<file path="src/rtl/mul_seq_ctrl_if.sv">
// Handshake and operand bundle between the EX stage and the iterative multiplier.
// The pipeline side is the master; the multiplier sequencer is the slave.
interface mul_seq_ctrl_if;
    logic        mul_start;
    logic [2:0]  mul_funct3;
    logic [31:0] rs1_data;
    logic [31:0] rs2_data;
    logic        mul_finish;
    logic        mul_busy;
    logic [31:0] mul_result;

    modport master (
        output mul_start, mul_funct3, rs1_data, rs2_data,
        input  mul_finish, mul_busy, mul_result
    );

    modport slave (
        input  mul_start, mul_funct3, rs1_data, rs2_data,
        output mul_finish, mul_busy, mul_result
    );
endinterface

</file>
<file path="src/rtl/mul_seq_ctrl.sv">
// Iterative shift-add multiplier for RV32M MUL/MULH/MULHSU/MULHU in the EX stage.
// Holds mul_finish low to stall the pipeline until the selected product half is ready.
module mul_seq_ctrl #(
    parameter int BITS_PER_CYCLE = 1
) (
    input  logic          clk,
    input  logic          rst,
    mul_seq_ctrl_if.slave bus
);

    localparam int         ITER = 32 / BITS_PER_CYCLE;
    localparam logic [5:0] LAST = 6'(ITER - 1);

    typedef enum logic [1:0] {
        IDLE,
        BUSY,
        DONE
    } state_t;

    state_t      state;
    state_t      state_next;
    logic        finish;
    logic        busy;

    logic [63:0] acc;
    logic [63:0] mcand;
    logic [31:0] mplier;
    logic [5:0]  cnt;
    logic        neg;
    logic [1:0]  f3_q;
    logic [31:0] result;

    logic        op_ok;
    logic        a_neg;
    logic        b_neg;
    logic [31:0] a_mag;
    logic [31:0] b_mag;
    logic [63:0] partial;
    logic [63:0] acc_sum;
    logic [63:0] prod_final;

    assign op_ok = bus.mul_start && !bus.mul_funct3[2];

    // MULH and MULHSU treat rs1 as signed; only MULH treats rs2 as signed.
    assign a_neg = bus.rs1_data[31] &&
                   (bus.mul_funct3[1:0] == 2'b01 || bus.mul_funct3[1:0] == 2'b10);
    assign b_neg = bus.rs2_data[31] && (bus.mul_funct3[1:0] == 2'b01);
    assign a_mag = a_neg ? (32'd0 - bus.rs1_data) : bus.rs1_data;
    assign b_mag = b_neg ? (32'd0 - bus.rs2_data) : bus.rs2_data;

    always_comb begin
        partial = '0;
        for (int i = 0; i < BITS_PER_CYCLE; i++) begin
            if (mplier[i]) begin
                partial = partial + (mcand << i);
            end
        end
    end

    assign acc_sum    = acc + partial;
    assign prod_final = neg ? (64'd0 - acc_sum) : acc_sum;

    // NOTE: sequential state uses non-blocking assignments so every register
    // samples the pre-edge values, independent of statement order.
    always_ff @(posedge clk) begin
        if (rst) begin
            state <= IDLE;
        end else begin
            state <= state_next;
        end
    end

    // NOTE: every output of this block gets a default first, so no path
    // through the case statement can leave a value held (no latch).
    always_comb begin
        state_next = state;
        finish     = 1'b1;
        busy       = 1'b0;
        unique case (state)
            IDLE: begin
                if (op_ok) begin
                    state_next = BUSY;
                    finish     = 1'b0;
                end
            end
            BUSY: begin
                busy   = 1'b1;
                finish = 1'b0;
                if (cnt == LAST) begin
                    state_next = DONE;
                end
            end
            DONE: begin
                state_next = IDLE;
            end
            default: begin
                state_next = IDLE;
            end
        endcase
        if (rst) begin
            finish = 1'b1;
        end
    end

    // NOTE: datapath registers are reset too, because mul_result is visible to
    // the pipeline and must read 0 after reset rather than a stale product.
    always_ff @(posedge clk) begin
        if (rst) begin
            acc    <= '0;
            mcand  <= '0;
            mplier <= '0;
            cnt    <= '0;
            neg    <= 1'b0;
            f3_q   <= '0;
            result <= '0;
        end else begin
            unique case (state)
                IDLE: begin
                    if (op_ok) begin
                        acc    <= '0;
                        mcand  <= {32'd0, a_mag};
                        mplier <= b_mag;
                        cnt    <= '0;
                        neg    <= a_neg ^ b_neg;
                        f3_q   <= bus.mul_funct3[1:0];
                    end
                end
                BUSY: begin
                    acc    <= acc_sum;
                    mcand  <= mcand << BITS_PER_CYCLE;
                    mplier <= mplier >> BITS_PER_CYCLE;
                    cnt    <= cnt + 6'd1;
                    // Final iteration: register the signed product half seen in DONE.
                    if (cnt == LAST) begin
                        result <= (f3_q == 2'b00) ? prod_final[31:0] : prod_final[63:32];
                    end
                end
                default: begin
                end
            endcase
        end
    end

    assign bus.mul_finish = finish;
    assign bus.mul_busy   = busy;
    assign bus.mul_result = result;

endmodule

</file>
<file path="src/flat_wrapper.sv">
// flat-port wrapper written by rule: the top's interface ports become plain ports
module mul_seq_ctrl_flat 
#(
    parameter int BITS_PER_CYCLE = 1
)
  (clk, rst, bus_mul_start, bus_mul_funct3, bus_rs1_data, bus_rs2_data, bus_mul_finish, bus_mul_busy, bus_mul_result);
  mul_seq_ctrl_if bus_i ();
  input  logic clk;
  input  logic rst;
  input wire logic [$bits(bus_i.mul_start)-1:0] bus_mul_start;
  input wire logic [$bits(bus_i.mul_funct3)-1:0] bus_mul_funct3;
  input wire logic [$bits(bus_i.rs1_data)-1:0] bus_rs1_data;
  input wire logic [$bits(bus_i.rs2_data)-1:0] bus_rs2_data;
  output wire logic [$bits(bus_i.mul_finish)-1:0] bus_mul_finish;
  output wire logic [$bits(bus_i.mul_busy)-1:0] bus_mul_busy;
  output wire logic [$bits(bus_i.mul_result)-1:0] bus_mul_result;
  assign bus_i.mul_start = bus_mul_start;
  assign bus_i.mul_funct3 = bus_mul_funct3;
  assign bus_i.rs1_data = bus_rs1_data;
  assign bus_i.rs2_data = bus_rs2_data;
  assign bus_mul_finish = bus_i.mul_finish;
  assign bus_mul_busy = bus_i.mul_busy;
  assign bus_mul_result = bus_i.mul_result;
  mul_seq_ctrl #(.BITS_PER_CYCLE(BITS_PER_CYCLE)) u_core (.clk(clk), .rst(rst), .bus(bus_i));
endmodule
</file>
<file path="config.mk">
export PLATFORM = sky130hd
export DESIGN_NAME = mul_seq_ctrl_flat
export DESIGN_NICKNAME = d
export VERILOG_FILES = /design/src/rtl/mul_seq_ctrl_if.sv /design/src/rtl/mul_seq_ctrl.sv /design/src/flat_wrapper.sv
export SDC_FILE = /design/constraint.sdc
export NUM_CORES = 1
export LEC_CHECK = 0
export BUFFER_PORTS_ARGS = -buffer_cell sky130_fd_sc_hd__buf_2
export CAP_MARGIN = 10
export CELL_PAD_IN_SITES_DETAIL_PLACEMENT = 1
export CELL_PAD_IN_SITES_GLOBAL_PLACEMENT = 2
export CORE_MARGIN = 2
export CORE_UTILIZATION = 26
export DETAILED_ROUTE_END_ITERATION = 12
export GPL_ROUTABILITY_DRIVEN = 0
export GPL_TIMING_DRIVEN = 0
export PLACE_DENSITY = 0.63
export REMOVE_ABC_BUFFERS = 1
export SKIP_CTS_REPAIR_TIMING = 1
export SLEW_MARGIN = 25
export SYNTH_ARGS = -nofsm -noshare
export SYNTH_HDL_FRONTEND = slang
export SYNTH_SLANG_ARGS = --single-unit
</file>
<file path="constraint.sdc">
create_clock -name clk -period 6.1 [get_ports clk]
set_input_delay 0.915 -clock clk [delete_from_list [all_inputs] [get_ports clk]]
set_output_delay 0.915 -clock clk [all_outputs]
set_load 0.05 [all_outputs]
</file>
Yosys cells after proc, flatten, opt, wreduce, memory -nomap -nowiden. Cells that the tools add are included.

Equal/unequal tests: 6. $add $sub $neg: 5. Bitwise gates (word level): 1. Mux-type cells: 20. Reduce and logical (&&, ||, !) cells: 12.

Operators by type and width (number): 64-bit two-way mux (4); 64-bit one-hot mux with 2 select lines (2); 32-bit two-way mux (4); 64-bit adder (1); 32-bit one-hot mux with 2 select lines (1); 1-bit by 32-bit subtractor with 32-bit output, first input constant (2); 1-bit by 64-bit subtractor with 64-bit output, first input constant (1); 6-bit one-hot mux with 2 select lines (1); 2-bit AND reduction (4); 6-bit by 1-bit adder with 6-bit output, second input constant (1); 6-bit by 5-bit equality test with 1-bit output, second input constant (1); 6-bit two-way mux (1); 2-bit by 1-bit equality test with 1-bit output, second input constant (2); 2-bit zero test (2); 2-bit two-way mux (2); 2-bit by 1-bit inequality test with 1-bit output, second input constant (2); 2-bit one-hot mux with 2 select lines (1); 1-bit logical AND (3); 1-bit two-way mux (3); 2-bit equality test, second input constant (1); 1-bit one-hot mux with 2 select lines (1); 2-bit nonzero test (1); 1-bit zero test (1); 1-bit logical OR (1); 1-bit bitwise XOR (1).

Output and inout bits: 34. Flip-flop bits (word level): 203. Input port bits: 70. Logic and storage cells: 52.

Longest topological paths before layout. Gate-level depths: netlist of the first run.

Depth after elaboration: 6. Gate-level depth with buffers: 19. Depth with buffers taken out: 16.

Least setup slack after synthesis of the first run. OpenSTA, ideal clock, no wires.

Path kind: reg2reg. Start: register u_core.mplier[0]. End: register u_core.result[21] (netlist: u_core.bus.mul_result[21]). Setup time: 0.132 ns. Path slack: 1.305 ns. Stages on the path, launching flop included: 20. Path buffers: 3. Data arrival time: 4.663 ns. Period minus slack after synthesis: 4.795 ns. Cells stage by stage: dfxtp_1 clkbuf_1 clkbuf_1 and2_1 ha_1 inv_1 fa_1 nand2b_1 a21oi_2 a211oi_2 or4_1 a21oi_1 nor3_1 or4_1 or3_1 buf_2 nor4_2 mux2_1 o21ai_1 a21oi_1.

Longest elaborated chain between the ends: 5.

RTL lines: start, declared (RTL line mul_seq_ctrl.sv:27) `logic [31:0] mplier;`; start signal, assigned (RTL line mul_seq_ctrl.sv:122) `mplier <= b_mag;`; start signal, assigned (RTL line mul_seq_ctrl.sv:131) `mplier <= mplier >> BITS_PER_CYCLE;`; 64-bit two-way mux (*) (RTL line mul_seq_ctrl.sv:54) `if (mplier[i]) begin`; 64-bit adder (*) (RTL line mul_seq_ctrl.sv:60) `assign acc_sum = acc + partial;`; 1-bit by 64-bit subtractor with 64-bit output (RTL line mul_seq_ctrl.sv:61) `assign prod_final = neg ? (64'd0 - acc_sum) : acc_sum;`; 64-bit two-way mux (*) (RTL line mul_seq_ctrl.sv:61); 32-bit two-way mux (*) (RTL line mul_seq_ctrl.sv:135) `result <= (f3_q == 2'b00) ? prod_final[31:0] : prod_final[63:32];`; end signal, assigned (RTL line mul_seq_ctrl.sv:135); end, declared (RTL line mul_seq_ctrl.sv:31) `logic [31:0] result;`.

Every way passes the cells marked *; elsewhere a longest branch is shown, timed or not. A chain may end at the register's enable or synchronous reset.

Worst setup path in the final report of the first run. Ends and elaborated chain as after synthesis.

==> results.md, run 1 <==
* Met3 Usage GRT at 2.67%
* RSZ-0062 raised after global routing: no
* Most used DFF post-synth: dfxtp_1
* Die footprint at 0.0652 mm^2
* Ports at 104
* GRT Max-Usage Layer: met2
* H-tree depth at 1
* Status: completed
* Worst Setup Start Kind: flop
* Row count at 92
* Post-Syn Area at 0.0164 mm^2
* Crit end category: flop
* Routed vias at 17,300
* Max-cap violations at 0
* CP Max Fanout at 34
* Reg2reg path depth at 14
* Starting DRT DRC Count at 789
* Max-slew violations at 0
* M2 GR Usage at 32.8%
* PwrDens at 188 mW/mm^2
* CTS tree: built
* Clock Skews at 0.0145 ns
* Initial Util at 26.2%
* Grt met1 use at 26.5%
* Syn Inst Count at 2,303
* Fmax at 178 MHz
* CP Class: flop to flop
* Final Core Density at 29.8%
* Post-Syn Area per Cell at 7.13 um^2
* Antenna violations before repair at 4
* Core ar. at 0.0627 mm^2
* Seq/Total Area, Yosys at 24.8%
* First-pass GRT wire length at 102,000 um
* WHS Endpoint: u_core.bus.mul_result[4]$_SDFFE_PP0P_
* Slew margin rel. at 25.8%
* Share of post-route cells with drive strength above 1 at 10.3%
* Asr flop ratio synth at 0%
* Drt via density at 5.46
* Synth cell types at 100
* Routed Antenna Nets at 0
* Clk_lat worst skew at 0.58 ns
* Slowest CP cell: a2111oi_4
* Nets at 2,437
* Vias in the first global route at 17,400
* Die X at 255 um
* Tmin final at 5.61 ns
* Total power at 3530 uW
* HPWL after detailed placement at 51,100 um
* Critical Path RT at 6.55 ns
* Port bufs at 103
* Grt total ovfl at 0
* Clock slew at reported path FFs at 0.06 ns
* Total CTS buffers at 27
* Leak Pwr at 0.00666 uW
* Clock buffer depth at 3
* R2r setup slk at 0.49 ns
* Root Driver: clkbuf_16
* Largest net degree at the start of global routing at 98
* Most used cell, CP: o21ai_1
* WL/cell at 20.8 um
* Total routed wirelength at 65,800 um
* Synthesis-to-finish area growth at 14.1%
* RR Endpoint: u_core.bus.mul_result[21]$_SDFFE_PP0P_
* Worst slew pin tran at 1.10 ns
* All-layer global routing usage at 19.8%
* Synth Register Bits at 203
* Hold depth at 2
* Min-delay src: u_core.bus.mul_result[4]$_SDFFE_PP0P_
* Crit-path max cell delay at 0.69 ns
* Final-report hold violation count at 0
* Worst vdd ir at 191 uV
* Reg-to-reg startpoint: u_core.mplier[0]$_SDFFE_PP0P_
* Remaining DRCs at 0
* Final setup viols at 0
* Ys Warns at 0
* CP arrival at 6.05 ns
* Die height at 255 um
* First-pass iteration count of the detailed router at 5
* Hold Crit Class: flop to flop
* Crit path cell chain: and2_1 > ha_1 > nand2_1 > o21ai_1 > a211oi_1 > a2111oi_4 > mux2i_1 > a311oi_2 > or4_1 > or3_1 > nor4_2 > mux2_1 > o21ai_1 > a21oi_1
* Clock Sinks at 203
* Crit share post-route at 91.9%
* EDFF count, synth at 0
flip-flops by register name (all words and copies together), names as in the netlist:
register,cells
u_core.neg,1
u_core.mcand,64
u_core.bus.mul_result,32
u_core.mplier,32
u_core.cnt,6
u_core.f3_q,2
u_core.acc,64
u_core.state,2
cells in the mapped netlist (19+ instances only):
cell,count,area (um^2)
nand2_1,303,1140
a21oi_1,284,1420
dfxtp_1,203,4060
nor2_1,201,754
nand3_1,129,646
clkbuf_1,125,469
o21ai_0,105,526
and2_1,80,500
a22oi_1,69,518
xnor2_1,69,604
ha_1,68,851
nand4_1,52,325
nor3_1,50,250
xor2_1,50,438
inv_1,36,135
a211oi_1,27,203
a31oi_1,26,163
o31ai_1,24,180
buf_2,22,110
nor4_1,22,138
mux2i_1,20,200
o211ai_1,19,143
cells in the final DEF (no fill, tap or decap), drive strengths merged, types with 9 or more instances in the layout:
cell	Yosys	routed
buf	33	125
or2	11	11
a2111oi	9	9
a211oi	30	30
nor4	25	25
a221oi	13	13
a22oi	70	70
nand3	130	130
clkbuf	126	39
or3	14	14
a21oi	291	291
a21o	18	18
and3	15	15
and2	81	81
nand2	303	303
xor2	50	50
and4	13	13
xnor2	69	69
or4	14	14
nor2b	9	9
ha	68	68
o21a	16	16
o21ai	120	120
mux2i	20	20
nor2	202	202
o211ai	20	20
dfxtp	203	203
nor3	53	53
a311oi	9	9
a31oi	26	26
o31ai	25	25
nand2b	12	12
inv	37	38
nand4	54	54
area by class of cell:
cell class	count	area (um^2)
Antenna cell	3	7.51
Sequential cell	203	4070
Timing Repair Buffer	125	881
Clock buffer	39	751
Fill cell	7686	44000
Clock inverter	10	148
Tap cell	846	1060
Multi-Input combinational cell	1903	11700
Inverter	38	150
worst max path at each step:
stage                                       start                                     end  slack (ns)  depth (start not counted)
global placement                    bus_mul_start                          bus_mul_finish      -15.62                          5
floorplan                       bus_mul_funct3[2]                          bus_mul_finish       -5.50                          3
detailed placement  u_core.mplier[0]$_SDFFE_PP0P_  u_core.bus.mul_result[21]$_SDFFE_PP0P_        0.16                         15
finish              u_core.mplier[0]$_SDFFE_PP0P_  u_core.bus.mul_result[21]$_SDFFE_PP0P_        0.49                         14
global route        u_core.mplier[0]$_SDFFE_PP0P_  u_core.bus.mul_result[21]$_SDFFE_PP0P_        0.14                         16
CTS                 u_core.mplier[0]$_SDFFE_PP0P_  u_core.bus.mul_result[21]$_SDFFE_PP0P_        0.09                         14
power breakdown:
part	switching [uW]	internal, uW
sequential	26.6	1360
clock	662	983
combinational	329	171
worst max-delay path, delay by kind of cell (launching register included):
| kind | cells | cell delay, ns |
|---|---|---|
| simple gates | 5 | 1.99 |
| flops | 1 | 0.44 |
| fa+ha+maj | 1 | 0.51 |
| mux | 2 | 0.66 |
| compound gates | 6 | 1.85 |
cells by family after synthesis:
group	after synthesis	share of synthesized area (%)
compound gates	735	28.7
xor+xnor	119	6.35
fa+ha+maj	69	5.30
buf+inv	197	4.82
flops	203	24.8
mux	24	1.49
simple gates	956	28.5
layer usage:
layer / part of all wire (%) / vias up
met5: 0.020 / -
met4: 3.1 / 2
met3: 3.8 / 82
met2: 46 / 314
met1: 47 / 8453
li1: - / 8439
metrics by stage:
stage	cell area, um^2	hold slack [ns]	setup WS (ns)	setup TNS [ns]	instances
after CTS	18700	0.457	0.0913	0	3164
after detailed placement	17800	0.449	0.164	0	3115
after floorplan	15800	0.425	-5.50	-311.14	2144
final	18700	0.454	0.493	0	3167
after global placement	17300	0.432	-15.62	-1229.64	3093
after global routing	18700	0.480	0.138	0	3166
(Power assumes the default switching activity.)
==> run 2, diff against run 1 <==
Settings changed: CELL_PAD_IN_SITES_DETAIL_PLACEMENT 1 to unset, CELL_PAD_IN_SITES_GLOBAL_PLACEMENT 2 to unset, PLACE_DENSITY 0.63 to 0.42.
==> run 2 against run 1 <==
Clock-buffer cell count is 1 lower. Combinational power fell by 1%. Maximum frequency decreased by 3.9%. Die area did not move. Clock skew decreased by 0.0030 ns. Design area decreased by 0.59%. Critical endpoint unchanged. Register-to-register slack worse by 0.23 ns. Core utilization is 0.18 points lower. First-iteration DRC count increased by 50%. Power down 4.0%. Flip-flop and latch count unchanged.
==> results.md, run 2 (same netlist as run 1, synthesis figures left out) <==
* Total power at 3390 uW
* Crit end category: flop
* Crit share post-route at 95.6%
* Worst slew pin tran at 1.02 ns
* Core ar. at 0.0627 mm^2
* Tmin final at 5.83 ns
* Area of the multi-input gates at 0.0117 mm^2
* Die X at 255 um
* Routed Antenna Nets at 0
* Share of post-route cells with drive strength above 1 at 10.2%
* N_diodes at 0
* Commonest non-fill, non-tap cells in the layout: nand2_1, a21oi_1, dfxtp_1
* First-pass GRT wire length at 95,700 um
* Routed vias at 17,200
* Status: completed
* All-layer global routing usage at 18.4%
* Synthesis-to-finish area growth at 13.4%
* Fmax at 171 MHz
* CP Max Fanout at 32
* Top flop regs: u_core.acc (64), u_core.mcand (64)
* Vias in the first global route at 16,300
* Top delay family on crit path: simple AND/OR/NAND/NOR gates
* CP Class: flop to flop
* Die footprint at 0.0652 mm^2
* Clock slew at reported path FFs at 0.07 ns
* Clk_lat worst skew at 0.57 ns
* Worst vdd ir at 204 uV
* Leak Pwr at 0.00663 uW
* FF/Latch Area at 0.00407 mm^2
* Commonest non-fill, non-tap cell in the layout: nand2_1
* Port bufs at 103
* Clock Sinks at 203
* Slew margin rel. at 31.5%
* Fill cells at 6,944
* Drt via density at 5.46
* Nets at 2,436
* Total routed wirelength at 61,000 um
* WL/cell at 19.3 um
* Total CTS buffers at 27
* Largest net degree at the start of global routing at 106
* Max-cap violations at 0
* Hold Crit Class: flop to flop
* Worst Setup Start Kind: flop
* Max-slew violations at 0
* Final-report hold violation count at 0
* Grt total ovfl at 0
* Remaining DRCs at 0
* Antenna violations before repair at 0
* Slowest CP cell: a2111oi_2
* Root Driver: clkbuf_16
* Clock Skews at 0.0115 ns
* CTS tree: built
* First-pass iteration count of the detailed router at 5
* PwrDens at 182 mW/mm^2
* Final Core Density at 29.7%
* Ports at 104
* Starting DRT DRC Count at 1,181
* Row count at 92
* Initial Util at 26.2%
* Buf/Inv on CP at 1
* Final setup viols at 0
* Critical Path RT at 6.53 ns
* Crit-path max cell delay at 0.61 ns
* Clock buffer depth at 3
* RSZ-0062 raised after global routing: no
* H-tree depth at 1
* CP arrival at 6.26 ns
* Die height at 255 um
* Crit path cell chain: and2_1 > ha_1 > inv_1 > fa_1 > nand2b_1 > a211o_1 > a2111oi_2 > o21ai_0 > a32o_1 > or4_4 > nor3_2 > nand4_1 > nor4_2 > mux2_1 > o21ai_1 > a21oi_1
* HPWL after detailed placement at 46,900 um
-- run 2: cell types whose count changed in the layout (fill, tap and decap cells not counted), sizes merged --
cell	before	now
inv	38	39
buf	125	124
clkbuf	39	38
clkinv	4	5
clkinvlp	3	0
bufinv	3	0
diode	3	0
-- run 2: area by class of cell --
cell class	instances	area share [%]
multi-input combinational	1903	62.6
clock inverter	6	0.262
timing repair buffer	124	4.60
clock buffer	38	4.17
tap	846	5.69
inverter	38	0.807
sequential	203	21.9
-- run 2: final timing paths --
path	cells after the start	slack (ns)	to	startpoint
setup / recovery	16	0.27	u_core.bus.mul_result[21]$_SDFFE_PP0P_	u_core.mplier[0]$_SDFFE_PP0P_
hold / removal	1	0.45	u_core.bus.mul_result[1]$_SDFFE_PP0P_	u_core.bus.mul_result[1]$_SDFFE_PP0P_
setup reg to reg	16	0.27	u_core.bus.mul_result[21]$_SDFFE_PP0P_	u_core.mplier[0]$_SDFFE_PP0P_
hold reg to reg	1	0.45	u_core.bus.mul_result[1]$_SDFFE_PP0P_	u_core.bus.mul_result[1]$_SDFFE_PP0P_
-- run 2: where the power goes --
| group | internal (uW) | total (uW) | switching, uW |
|---|---|---|---|
| sequential | 1360 | 1380 | 25.5 |
| combinational | 170 | 494 | 324 |
| clock | 880 | 1510 | 632 |
-- run 2: per-layer routing --
metal / vias to the layer above / routed length, um / share of wire [%] / track usage (%)
met5: - / 0 / 0 / 0
met4: 0 / 1220 / 2.0 / 3.89
met3: 67 / 2940 / 4.8 / 2.26
met2: 450 / 27900 / 46 / 30.3
met1: 8271 / 29000 / 47 / 25.6
li1: 8444 / - / - / -
-- run 2: metrics by stage --
stage / area [um^2] / hold WS [ns] / instances / TNS (ns) / setup WS (ns)
after floorplan: 15800 / 0.425 / 2144 / -311.14 / -5.50
after global placement: 17300 / 0.433 / 3093 / -1198.36 / -15.26
after detailed placement: 17800 / 0.436 / 3114 / 0 / 0.0665
after CTS: 18600 / 0.452 / 3158 / 0 / 0.0304
after global routing: 18600 / 0.471 / 3158 / 0 / 0.0645
final: 18600 / 0.448 / 3158 / 0 / 0.268
